===== config.mk =====
export PLATFORM = sky130hd
export DESIGN_NAME = ram_access_arbiter
export DESIGN_NICKNAME = d
export VERILOG_FILES = /design/src/rtl/ram_arb_pkg.sv /design/src/rtl/store_merge.sv /design/src/rtl/ram_access_arbiter.sv
export SDC_FILE = /design/constraint.sdc
export NUM_CORES = 1
export LEC_CHECK = 0
export CORE_MARGIN = 2
export CORE_UTILIZATION = 49
export CTS_CLUSTER_SIZE = 25
export DETAILED_ROUTE_END_ITERATION = 12
export GPL_TIMING_DRIVEN = 1
export PLACE_DENSITY = 0.87
export SLEW_MARGIN = 25
export SYNTH_ARGS = -nofsm -noshare
export SYNTH_HDL_FRONTEND = slang
export SYNTH_HIERARCHICAL = 1
export SYNTH_SLANG_ARGS = --single-unit

===== constraint.sdc =====
create_clock -name clock -period 6.51 [get_ports clock]
set_input_delay 1.953 -clock clock [delete_from_list [all_inputs] [get_ports clock]]
set_output_delay 1.953 -clock clock [all_outputs]
set_load 0.02 [all_outputs]

===== src/rtl/ram_arb_pkg.sv =====
// ---------------------------------------------------------------------------
// ram_arb_pkg
// Shared types for the RAM access arbiter: LSU access size, arbiter FSM
// state, requester identity, plus the LSU access legality rule.
// ---------------------------------------------------------------------------
package ram_arb_pkg;

  localparam int unsigned DATA_W = 32;

  typedef enum logic [1:0] {
    SZ_BYTE = 2'b00,
    SZ_HALF = 2'b01,
    SZ_WORD = 2'b10,
    SZ_BAD  = 2'b11
  } size_e;

  typedef enum logic {
    IDLE   = 1'b0,
    RMW_WR = 1'b1
  } state_e;

  typedef enum logic {
    REQ_IF = 1'b0,
    REQ_LS = 1'b1
  } req_id_e;

  // Loads must be word aligned; stores must be aligned to their own size.
  function automatic logic ls_access_bad(input logic       write,
                                         input size_e      size,
                                         input logic [1:0] lane);
    logic bad;
    if (!write) begin
      bad = (lane != 2'b00);
    end else begin
      case (size)
        SZ_BYTE: bad = 1'b0;
        SZ_HALF: bad = lane[0];
        SZ_WORD: bad = (lane != 2'b00);
        default: bad = 1'b1;
      endcase
    end
    return bad;
  endfunction

endpackage


===== src/rtl/store_merge.sv =====
// ---------------------------------------------------------------------------
// store_merge
// Combinational byte-lane merge for sub-word stores.
//   i_word   : current RAM word
//   i_data   : right-aligned store data
//   i_size   : access size
//   i_lane   : byte address bits [1:0]
//   o_merged : i_word with the selected lane(s) replaced by i_data
// ---------------------------------------------------------------------------
module store_merge
  import ram_arb_pkg::*;
(
  input  logic [DATA_W-1:0] i_word,
  input  logic [DATA_W-1:0] i_data,
  input  size_e             i_size,
  input  logic [1:0]        i_lane,
  output logic [DATA_W-1:0] o_merged
);

  always_comb begin
    // NOTE: a full default before the case keeps every path assigned, so no latch is inferred.
    o_merged = i_word;
    case (i_size)
      SZ_BYTE: begin
        case (i_lane)
          2'd0:    o_merged[7:0]   = i_data[7:0];
          2'd1:    o_merged[15:8]  = i_data[7:0];
          2'd2:    o_merged[23:16] = i_data[7:0];
          default: o_merged[31:24] = i_data[7:0];
        endcase
      end
      SZ_HALF: begin
        if (i_lane[1]) o_merged[31:16] = i_data[15:0];
        else           o_merged[15:0]  = i_data[15:0];
      end
      SZ_WORD: o_merged = i_data;
      default: ;
    endcase
  end

endmodule


===== src/rtl/ram_access_arbiter.sv =====
// ---------------------------------------------------------------------------
// ram_access_arbiter
// Shares one single-port, combinational-read RAM between the instruction
// fetch unit (read only) and the load/store unit (read/write). Round-robin
// arbitration; byte/halfword stores become a two-cycle read-modify-write;
// misaligned LSU accesses are rejected with LsErr.
//
// Ports
//   clock, reset          : rising-edge clock, synchronous active-low reset
//   IfReq/IfAddr          : fetch request (held until IfValid)
//   IfData/IfValid        : fetched word, one-cycle completion pulse
//   LsReq/LsWrite/LsSize/
//   LsAddr/LsWData        : LSU request (held, stable, until LsDone)
//   LsRData/LsDone/LsErr  : load data, completion pulse, rejection flag
//   RAMAddr/DataIn/
//   WriteControl/DataOut  : RAM port (word-aligned address)
// ---------------------------------------------------------------------------
module ram_access_arbiter
  import ram_arb_pkg::*;
#(
  parameter int dataW       = DATA_W,
  parameter int RAMAddrSize = 8
) (
  input  logic                   clock,
  input  logic                   reset,
  input  logic                   IfReq,
  input  logic [RAMAddrSize-1:0] IfAddr,
  output logic [dataW-1:0]       IfData,
  output logic                   IfValid,
  input  logic                   LsReq,
  input  logic                   LsWrite,
  input  logic [1:0]             LsSize,
  input  logic [RAMAddrSize-1:0] LsAddr,
  input  logic [dataW-1:0]       LsWData,
  output logic [dataW-1:0]       LsRData,
  output logic                   LsDone,
  output logic                   LsErr,
  output logic [RAMAddrSize-1:0] RAMAddr,
  output logic [dataW-1:0]       DataIn,
  output logic                   WriteControl,
  input  logic [dataW-1:0]       DataOut
);

  state_e           r_state;
  req_id_e          r_last_grant;
  logic             r_if_valid;
  logic             r_ls_done;
  logic             r_ls_err;
  logic [dataW-1:0] r_if_data;
  logic [dataW-1:0] r_ls_rdata;
  logic [dataW-1:0] r_merge;

  logic                   w_if_elig;
  logic                   w_ls_elig;
  logic                   w_ls_bad;
  logic                   w_grant_if;
  logic                   w_grant_ls;
  logic                   w_word_store;
  logic                   w_capture_merge;
  logic                   w_we;
  logic [RAMAddrSize-1:0] w_if_addr;
  logic [RAMAddrSize-1:0] w_ls_addr;
  logic [RAMAddrSize-1:0] w_ram_addr;
  logic [dataW-1:0]       w_data_in;
  logic [dataW-1:0]       w_merged;
  size_e                  w_size;
  logic                   w_unused_if_lane;

  assign w_size           = size_e'(LsSize);
  assign w_if_addr        = {IfAddr[RAMAddrSize-1:2], 2'b00};
  assign w_ls_addr        = {LsAddr[RAMAddrSize-1:2], 2'b00};
  assign w_ls_bad         = ls_access_bad(LsWrite, w_size, LsAddr[1:0]);
  assign w_word_store     = (w_size == SZ_WORD);
  assign w_unused_if_lane = ^IfAddr[1:0];

  // A requester whose completion pulse is high this cycle sits out one cycle,
  // so a request still held during its own completion is not served twice.
  assign w_if_elig = IfReq && !r_if_valid;
  assign w_ls_elig = LsReq && !r_ls_done;

  always_comb begin
    w_grant_if = 1'b0;
    w_grant_ls = 1'b0;
    if (r_state == IDLE) begin
      if (w_if_elig && w_ls_elig) begin
        if (r_last_grant == REQ_LS) w_grant_if = 1'b1;
        else                        w_grant_ls = 1'b1;
      end else begin
        w_grant_if = w_if_elig;
        w_grant_ls = w_ls_elig;
      end
    end
  end

  assign w_capture_merge = w_grant_ls && !w_ls_bad && LsWrite && !w_word_store;

  store_merge u_store_merge (
    .i_word   (r_merge),
    .i_data   (LsWData),
    .i_size   (w_size),
    .i_lane   (LsAddr[1:0]),
    .o_merged (w_merged)
  );

  // RAM port is combinational: the read data of a grant cycle is captured at its end.
  always_comb begin
    w_ram_addr = '0;
    w_data_in  = '0;
    w_we       = 1'b0;
    if (r_state == RMW_WR) begin
      w_ram_addr = w_ls_addr;
      w_data_in  = w_merged;
      w_we       = 1'b1;
    end else if (w_grant_if) begin
      w_ram_addr = w_if_addr;
    end else if (w_grant_ls && !w_ls_bad) begin
      w_ram_addr = w_ls_addr;
      if (LsWrite && w_word_store) begin
        w_data_in = LsWData;
        w_we      = 1'b1;
      end
    end
  end

  assign RAMAddr      = w_ram_addr;
  assign DataIn       = w_data_in;
  // Reset gates the write strobe directly so an in-flight RMW never commits.
  assign WriteControl = w_we && reset;

  always_ff @(posedge clock) begin
    // NOTE: sequential state uses non-blocking assignments so every register sees pre-edge values.
    if (!reset) begin
      r_state      <= IDLE;
      r_last_grant <= REQ_LS;
      r_if_valid   <= 1'b0;
      r_ls_done    <= 1'b0;
      r_ls_err     <= 1'b0;
      r_if_data    <= '0;
      r_ls_rdata   <= '0;
    end else begin
      r_if_valid <= 1'b0;
      r_ls_done  <= 1'b0;
      r_ls_err   <= 1'b0;
      case (r_state)
        IDLE: begin
          if (w_grant_if) begin
            r_last_grant <= REQ_IF;
            r_if_data    <= DataOut;
            r_if_valid   <= 1'b1;
          end else if (w_grant_ls) begin
            r_last_grant <= REQ_LS;
            if (w_ls_bad) begin
              r_ls_rdata <= '0;
              r_ls_done  <= 1'b1;
              r_ls_err   <= 1'b1;
            end else if (!LsWrite) begin
              r_ls_rdata <= DataOut;
              r_ls_done  <= 1'b1;
            end else if (w_word_store) begin
              r_ls_done <= 1'b1;
            end else begin
              r_state <= RMW_WR;
            end
          end
        end
        RMW_WR: begin
          r_state   <= IDLE;
          r_ls_done <= 1'b1;
        end
        default: r_state <= IDLE;
      endcase
    end
  end

  // NOTE: pure datapath register, always loaded before it is read, so it carries no reset.
  always_ff @(posedge clock) begin
    if (w_capture_merge) r_merge <= DataOut;
  end

  assign IfData  = r_if_data;
  assign IfValid = r_if_valid;
  assign LsRData = r_ls_rdata;
  assign LsDone  = r_ls_done;
  assign LsErr   = r_ls_err;

endmodule


# Word level (Yosys, flattened, before mapping)
# Cells that the tools add are included.
# Widths: inputs -> output; s select.
[totals]
reg_bits = 101
latch_bits = 0
ramBits = 0
rom_bits = 0
inputBits = 87
wordCells = 83
mem_count = 0
[op_classes]
add_sub_neg = 0
multipliers = 0
div = 0
order_cmp = 0
eq_ne = 5
n_shift = 0
n_mux = 44
bitwise_logic = 4
n_reduce_logical = 22
[ops]
columns = ["cell", "n"]
rows = [
  ["$mux 32", 6],
  ["$pmux 32 s3", 1],
  ["$mux 8", 7],
  ["$mux 16", 2],
  ["$mux 1", 25],
  ["$logic_and 1x1->1", 8],
  ["$eq 2x1->1 const B", 2],
  ["$eq 2x2->1 const B", 2],
  ["$logic_not 1->1", 4],
  ["$logic_not 2->1", 2],
  ["$not 1->1", 4],
  ["$pmux 1 s2", 2],
  ["$reduce_and 2->1", 2],
  ["$reduce_and 4->1", 1],
  ["$reduce_bool 2->1", 2],
  ["$reduce_or 4->1", 1],
  ["$pmux 1 s3", 1],
  ["$reduce_or 3->1", 1],
  ["$ne 2x1->1 const B", 1],
  ["$reduce_or 2->1", 1],
]

# Longest topological paths before layout
[logic_depth]
word_depth = 10
depth_mapped = 6

# Cells and area by module
# The synthesis kept the hierarchy.
[modules_own_cells]
columns = ["mod", "n_inst", "cells_each", "area_per_inst_um2"]
rows = [
  ["ram_access_arbiter", 1, 440, 4410.5],
  ["store_merge", 1, 127, 993.5],
]

# Worst setup path before layout
# Ideal clock, no wire load.
[synth_timing]
path_type = "in2out"
startpoint = "input port LsReq"
endpoint = "output port DataIn[22]"
arrival_time_ns = 3.349
slack_ns = 1.208
cell_stages = 6
path_cell_list = "or3b_1 -> or2_1 -> buf_6 -> nor3_4 -> buf_6 -> a22o_1"
[synth_between]
elab_chain_len = 8
elab_cells_between_ends = 10
classes_between = "mux: 7; reduce/logical: 3"
[synth_rtl]
columns = ["item", "line_no", "rtl"]
rows = [
  ["start: declaration", "ram_access_arbiter.sv:30", "input logic LsReq,"],
  ["$logic_and 1x1->1 (*)", "ram_access_arbiter.sv:79", "assign w_ls_elig = LsReq && !r_ls_done;"],
  ["$logic_and 1x1->1", "ram_access_arbiter.sv:85", "if (w_if_elig && w_ls_elig) begin"],
  ["$mux 1", "ram_access_arbiter.sv:85", ""],
  ["$mux 1", "ram_access_arbiter.sv:84", "if (r_state == IDLE) begin"],
  ["$logic_and 1x1->1", "ram_access_arbiter.sv:116", "end else if (w_grant_ls && !w_ls_bad) begin"],
  ["$mux 32", "ram_access_arbiter.sv:116", ""],
  ["$mux 32 (*)", "ram_access_arbiter.sv:114", "end else if (w_grant_if) begin"],
  ["$mux 32 (*)", "ram_access_arbiter.sv:110", "if (r_state == RMW_WR) begin"],
  ["end: declaration", "ram_access_arbiter.sv:39", "output logic [dataW-1:0] DataIn,"],
]
# Every way passes the cells marked *; elsewhere a longest branch is shown, timed or not.

# Worst setup path in the final report
[layout_timing]
startpoint = "input port LsSize[0]"
endpoint = "output port DataIn[20]"
[layout_between]
elab_chain_len = 8
elab_cells_between_ends = 13
classes_between = "eq/ne: 2; mux: 7; reduce/logical: 4"
[layout_rtl]
columns = ["item", "line_no", "rtl"]
rows = [
  ["start: declaration", "ram_access_arbiter.sv:32", "input logic [1:0] LsSize,"],
  ["$eq 2x2->1, or another cell as far along", "ram_arb_pkg.sv:35, store_merge.sv:23, ram_access_arbiter.sv:73", ""],
  ["$pmux 1 s3", "ram_arb_pkg.sv:35", "case (size)"],
  ["$mux 1", "ram_arb_pkg.sv:32", "if (!write) begin"],
  ["$logic_not 1->1", "ram_access_arbiter.sv:116", ""],
  ["$logic_and 1x1->1", "ram_access_arbiter.sv:116", ""],
  ["$mux 32", "ram_access_arbiter.sv:116", ""],
  ["$mux 32", "ram_access_arbiter.sv:114", ""],
  ["$mux 32 (*)", "ram_access_arbiter.sv:110", ""],
]
# Marked as above.

==> metrics.txt <==
# TYPE chip_impl_metric gauge
chip_impl_metric{name="dr_pass1_iterations",unit=""} 5
chip_impl_info{name="synth_top_cells_by_area",value="dfxtp_1 (26%), edfxtp_1 (18%), a22o_1 (7.5%)"} 1
chip_impl_metric{name="cts-resized-gates",unit=""} 0
chip_impl_metric{name="max-slew-margin-rel",unit="%"} 45.4
chip_impl_metric{name="final_nets",unit=""} 812
chip_impl_metric{name="hold_buffers",unit=""} 0
chip_impl_metric{name="port_buffers",unit=""} 190
chip_impl_metric{name="synth_top_area_share",unit="%"} 25.6
chip_impl_metric{name="switching_share",unit="%"} 26.5
chip_impl_info{name="timing.rr.end",value="IfData[15]"} 1
chip_impl_info{name="postSynth.topFlopCell",value="dfxtp_1"} 1
chip_impl_metric{name="worst-endpoint-required",unit="ps"} 4560
chip_impl_metric{name="setup_violations",unit=""} 0
chip_impl_metric{name="pwr_density_cell",unit="nW/um^2"} 200
chip_impl_metric{name="synth_sequential_area_ratio",unit="%"} 43.3
chip_impl_metric{name="detail_route.wirelength",unit="um"} 17300
chip_impl_metric{name="cellLeakagePower",unit="nW"} 2.60
chip_impl_metric{name="final_cells",unit=""} 870
chip_impl_info{name="yosys.area.top_type",value="dfxtp_1"} 1
chip_impl_metric{name="layout_min_cycle_time",unit="ps"} 6340
chip_impl_metric{name="switching_power",unit="uW"} 404
chip_impl_metric{name="power.clock.fraction",unit="%"} 33.1
chip_impl_metric{name="synth_enable_flop_cells",unit=""} 32
chip_impl_metric{name="finalPower",unit="mW"} 1.52
chip_impl_info{name="critical_path_type",value="in2out"} 1
chip_impl_metric{name="insertion_delay",unit="ps"} 370
chip_impl_metric{name="antennaDiodeCount",unit=""} 0
chip_impl_metric{name="cellInternalPower",unit="mW"} 1.12
chip_impl_metric{name="drv.max_cap_violation_count",unit=""} 0
chip_impl_metric{name="initial_core_util",unit="%"} 50.1
chip_impl_metric{name="maximum_number_of_pins_on_one_net_before_global_route_repair",unit=""} 133
chip_impl_metric{name="slew_viol_final",unit=""} 0
chip_impl_metric{name="placedInstanceArea",unit="um^2"} 7360
chip_impl_metric{name="ys_types",unit=""} 46
chip_impl_metric{name="cts_setup_buffers",unit=""} 0
chip_impl_metric{name="finalSetupTns",unit="ps"} 0
chip_impl_metric{name="worstPathMaxFanout",unit=""} 32
chip_impl_metric{name="route.antenna.remaining_nets",unit=""} 0
chip_impl_metric{name="average_wire_per_standard_cell",unit="um"} 19.9
chip_impl_metric{name="ctsLongestPathBuffers",unit=""} 2
chip_impl_metric{name="detail_route.iter0.violations",unit=""} 478
chip_impl_info{name="crit_path_end_kind",value="output pin"} 1
chip_impl_metric{name="detailedPlacementHpwl",unit="um"} 12300
chip_impl_metric{name="num_rows",unit=""} 38
chip_impl_info{name="hold_path_startpoint",value="IfData[24]"} 1
chip_impl_metric{name="groute.usage.overall",unit="%"} 28.5
chip_impl_metric{name="floorplan.die_area",unit="um^2"} 11900
chip_impl_metric{name="maxClockFrequency",unit="MHz"} 158
chip_impl_metric{name="nFillCells",unit=""} 827
chip_impl_metric{name="combinational_cell_fraction_of_total_power",unit="%"} 21.8
chip_impl_metric{name="tritoncts.num_buffers",unit=""} 9
chip_impl_metric{name="hold_viol",unit=""} 0
chip_impl_metric{name="dp.cells",unit=""} 854
chip_impl_metric{name="synth-async-reset-ratio",unit="%"} 0
chip_impl_metric{name="setup.reg_to_reg.worst_slack",unit="ps"} 4360
chip_impl_metric{name="finalCritPeriodShare",unit="%"} 97.5
chip_impl_metric{name="timing_worst_slew_pin_value",unit="ps"} 819
chip_impl_metric{name="num_vias",unit=""} 5411
chip_impl_metric{name="placeableCoreArea",unit="um^2"} 10800
chip_impl_metric{name="cts.sink_count",unit=""} 101
chip_impl_metric{name="route.detailed.drc",unit=""} 0
chip_impl_info{name="type_of_the_most_critical_hold_path",value="reg2reg"} 1
chip_impl_metric{name="synth_area_per_cell",unit="um^2"} 9.53
chip_impl_metric{name="ir_worst_vdd",unit="V"} 0.000151
chip_impl_metric{name="layout.cell_area.non_filler",unit="um^2"} 7630
chip_impl_metric{name="pwr-share-seq",unit="%"} 45.1
chip_impl_metric{name="postSynthCellCount",unit=""} 567
chip_impl_metric{name="reg2reg_depth",unit=""} 4
chip_impl_info{name="rsz0062_at_grt",value="no"} 1
chip_impl_info{name="critical_path.startpoint",value="LsSize[0]"} 1
chip_impl_metric{name="die_height",unit="um"} 109
chip_impl_info{name="tritoncts",value="yes"} 1
chip_impl_metric{name="cts.clk_slew.worst_paths",unit="ps"} 90
chip_impl_metric{name="route.detailed.vias_per_inst",unit=""} 6.22
chip_impl_metric{name="antenna_found_initial",unit=""} 0
chip_impl_metric{name="place.gp.congestion",unit=""} 0.910
chip_impl_info{name="critical_path_source_type",value="primary input"} 1
chip_impl_metric{name="layout-drive-gt1-share",unit="%"} 7.26
chip_impl_metric{name="synthesis.yosys.warnings",unit=""} 6
chip_impl_metric{name="wire_length_of_the_first_global_routing_pass",unit="um"} 25900
chip_impl_info{name="worst_r2r_startpoint",value="r_state"} 1
chip_impl_info{name="crit_end",value="DataIn[20]"} 1
chip_impl_info{name="status",value="complete, no violations"} 1
chip_impl_info{name="root_buffer",value="clkbuf_8"} 1
chip_impl_metric{name="cp.arrival",unit="ps"} 4390
chip_impl_metric{name="cts_htree_levels",unit=""} 3
chip_impl_metric{name="first_global_vias",unit=""} 4939
chip_impl_metric{name="finalClockSkew",unit="ps"} 12.7
chip_impl_metric{name="die_w",unit="um"} 109
chip_impl_metric{name="floorplan.io_pins",unit=""} 195
chip_impl_metric{name="area_delta_synth_final",unit="%"} 41.2
chip_impl_metric{name="summed_instance_area_of_the_synthesized_netlist",unit="um^2"} 5400
chip_impl_metric{name="final_core_utilization",unit="%"} 70.7
chip_impl_metric{name="ys_ff_latch",unit=""} 101
chip_impl_metric{name="global_route.overflow_total",unit=""} 0
==> worst min path at each step <==
| stage | endpoint | slack (ps) | depth (start not counted) |
|---|---|---|---|
| after floorplan | r_last_grant | 500 | 2 |
| after global placement | IfData[26] | 440 | 2 |
| after detailed placement | IfData[24] | 450 | 2 |
| after CTS | IfData[24] | 460 | 2 |
| after global routing | IfData[24] | 490 | 2 |
| final | IfData[24] | 460 | 2 |
==> metal layers <==
metal | wire length, um | up-vias | share of wire, % | track usage (%)
met4 | 631 | 0 | 3.7 | 15.0
met2 | 8140 | 313 | 47 | 45.2
met1 | 6850 | 2569 | 40 | 36.0
li1 | - | 2477 | - | -
met3 | 1660 | 52 | 9.6 | 6.75
met5 | 0 | - | 0 | 0
==> layout by cell type, fill, tap and decap left out, drive strengths merged, types with 4 or more instances in the layout <==
cell,count
a211oi,7
a21boi,32
a221o,16
a22o,46
a311oi,6
a31oi,8
and2,10
and3,4
buf,21
bufinv,4
clkbuf,9
clkdlybuf4s50,188
dfxtp,69
edfxtp,32
mux2,10
nand2,69
nand3,32
nand3b,33
nand4,32
nor2b,23
nor3b,9
o211ai,34
o22ai,6
==> sequential cells by signal (all words and copies together), names as in the netlist <==
name	cells
r_state	1
LsErr	1
r_merge	32
LsDone	1
LsRData	32
IfData	32
IfValid	1
r_last_grant	1
==> through the flow <==
| stage | hold slack (ps) | setup slack, ps |
|---|---|---|
| CTS | 459 | 219 |
| global placement | 443 | 247 |
| floorplan | 499 | 1210 |
| detailed placement | 446 | 226 |
| finish | 460 | 166 |
| global route | 488 | 95.2 |
==> cell usage after synthesis (all sizes together) (2+ instances only) <==
cell type,count
o22ai,6
clkbuf,41
mux2i,2
a211oi,7
a21oi,2
mux2,10
o211ai,34
a22o,46
nand3,32
o21a,2
and2,10
a221o,16
buf,22
nand2,69
and3,4
a21boi,32
nand4,32
nor2b,23
edfxtp,32
nor3b,9
nor2,3
inv,2
nand3b,33
a32oi,2
a31oi,8
or2,3
dfxtp,69
a311oi,6
==> final cells by class <==
| class | instances | area [um^2] | area share [%] |
|---|---|---|---|
| clock buffers | 9 | 124 | 1.62 |
| clock inverters | 7 | 138 | 1.80 |
| inverters | 2 | 7.51 | 0.0984 |
| multi-input cells | 402 | 2780 | 36.4 |
| flip-flops and latches | 101 | 2340 | 30.7 |
| well taps | 140 | 175 | 2.30 |
| repair buffers | 209 | 2070 | 27.1 |
==> kinds of logic after synthesis <==
logic type             count (synthesis)  share of synthesized area (%)
and+or+nand+nor                      224                           23.4
AOI/OAI and AO/OA                    164                           24.7
DFF                                  101                           43.3
buffers and inverters                 65                           5.49
muxes                                 12                           3.01
other                                  1                         0.0694
==> power groups by stage <==
stage	sequential [mW]	combinational (mW)	clock, mW
detailed placement	0.701	0.327	0
floorplan	0.723	0.147	0
global placement	0.700	0.318	0
global route	0.690	0.353	0.529
CTS	0.687	0.329	0.510
finish	0.687	0.332	0.504
==> critical path: stages <==
cell and delay [ps]:
clkdlybuf4s50_1 450, buf_12 180, a211oi_1 360, a31oi_1 150
nor3_4 260, buf_12 220, a22o_1 180, clkdlybuf4s50_1 620
Note: power is estimated with default switching activity, not from simulation.
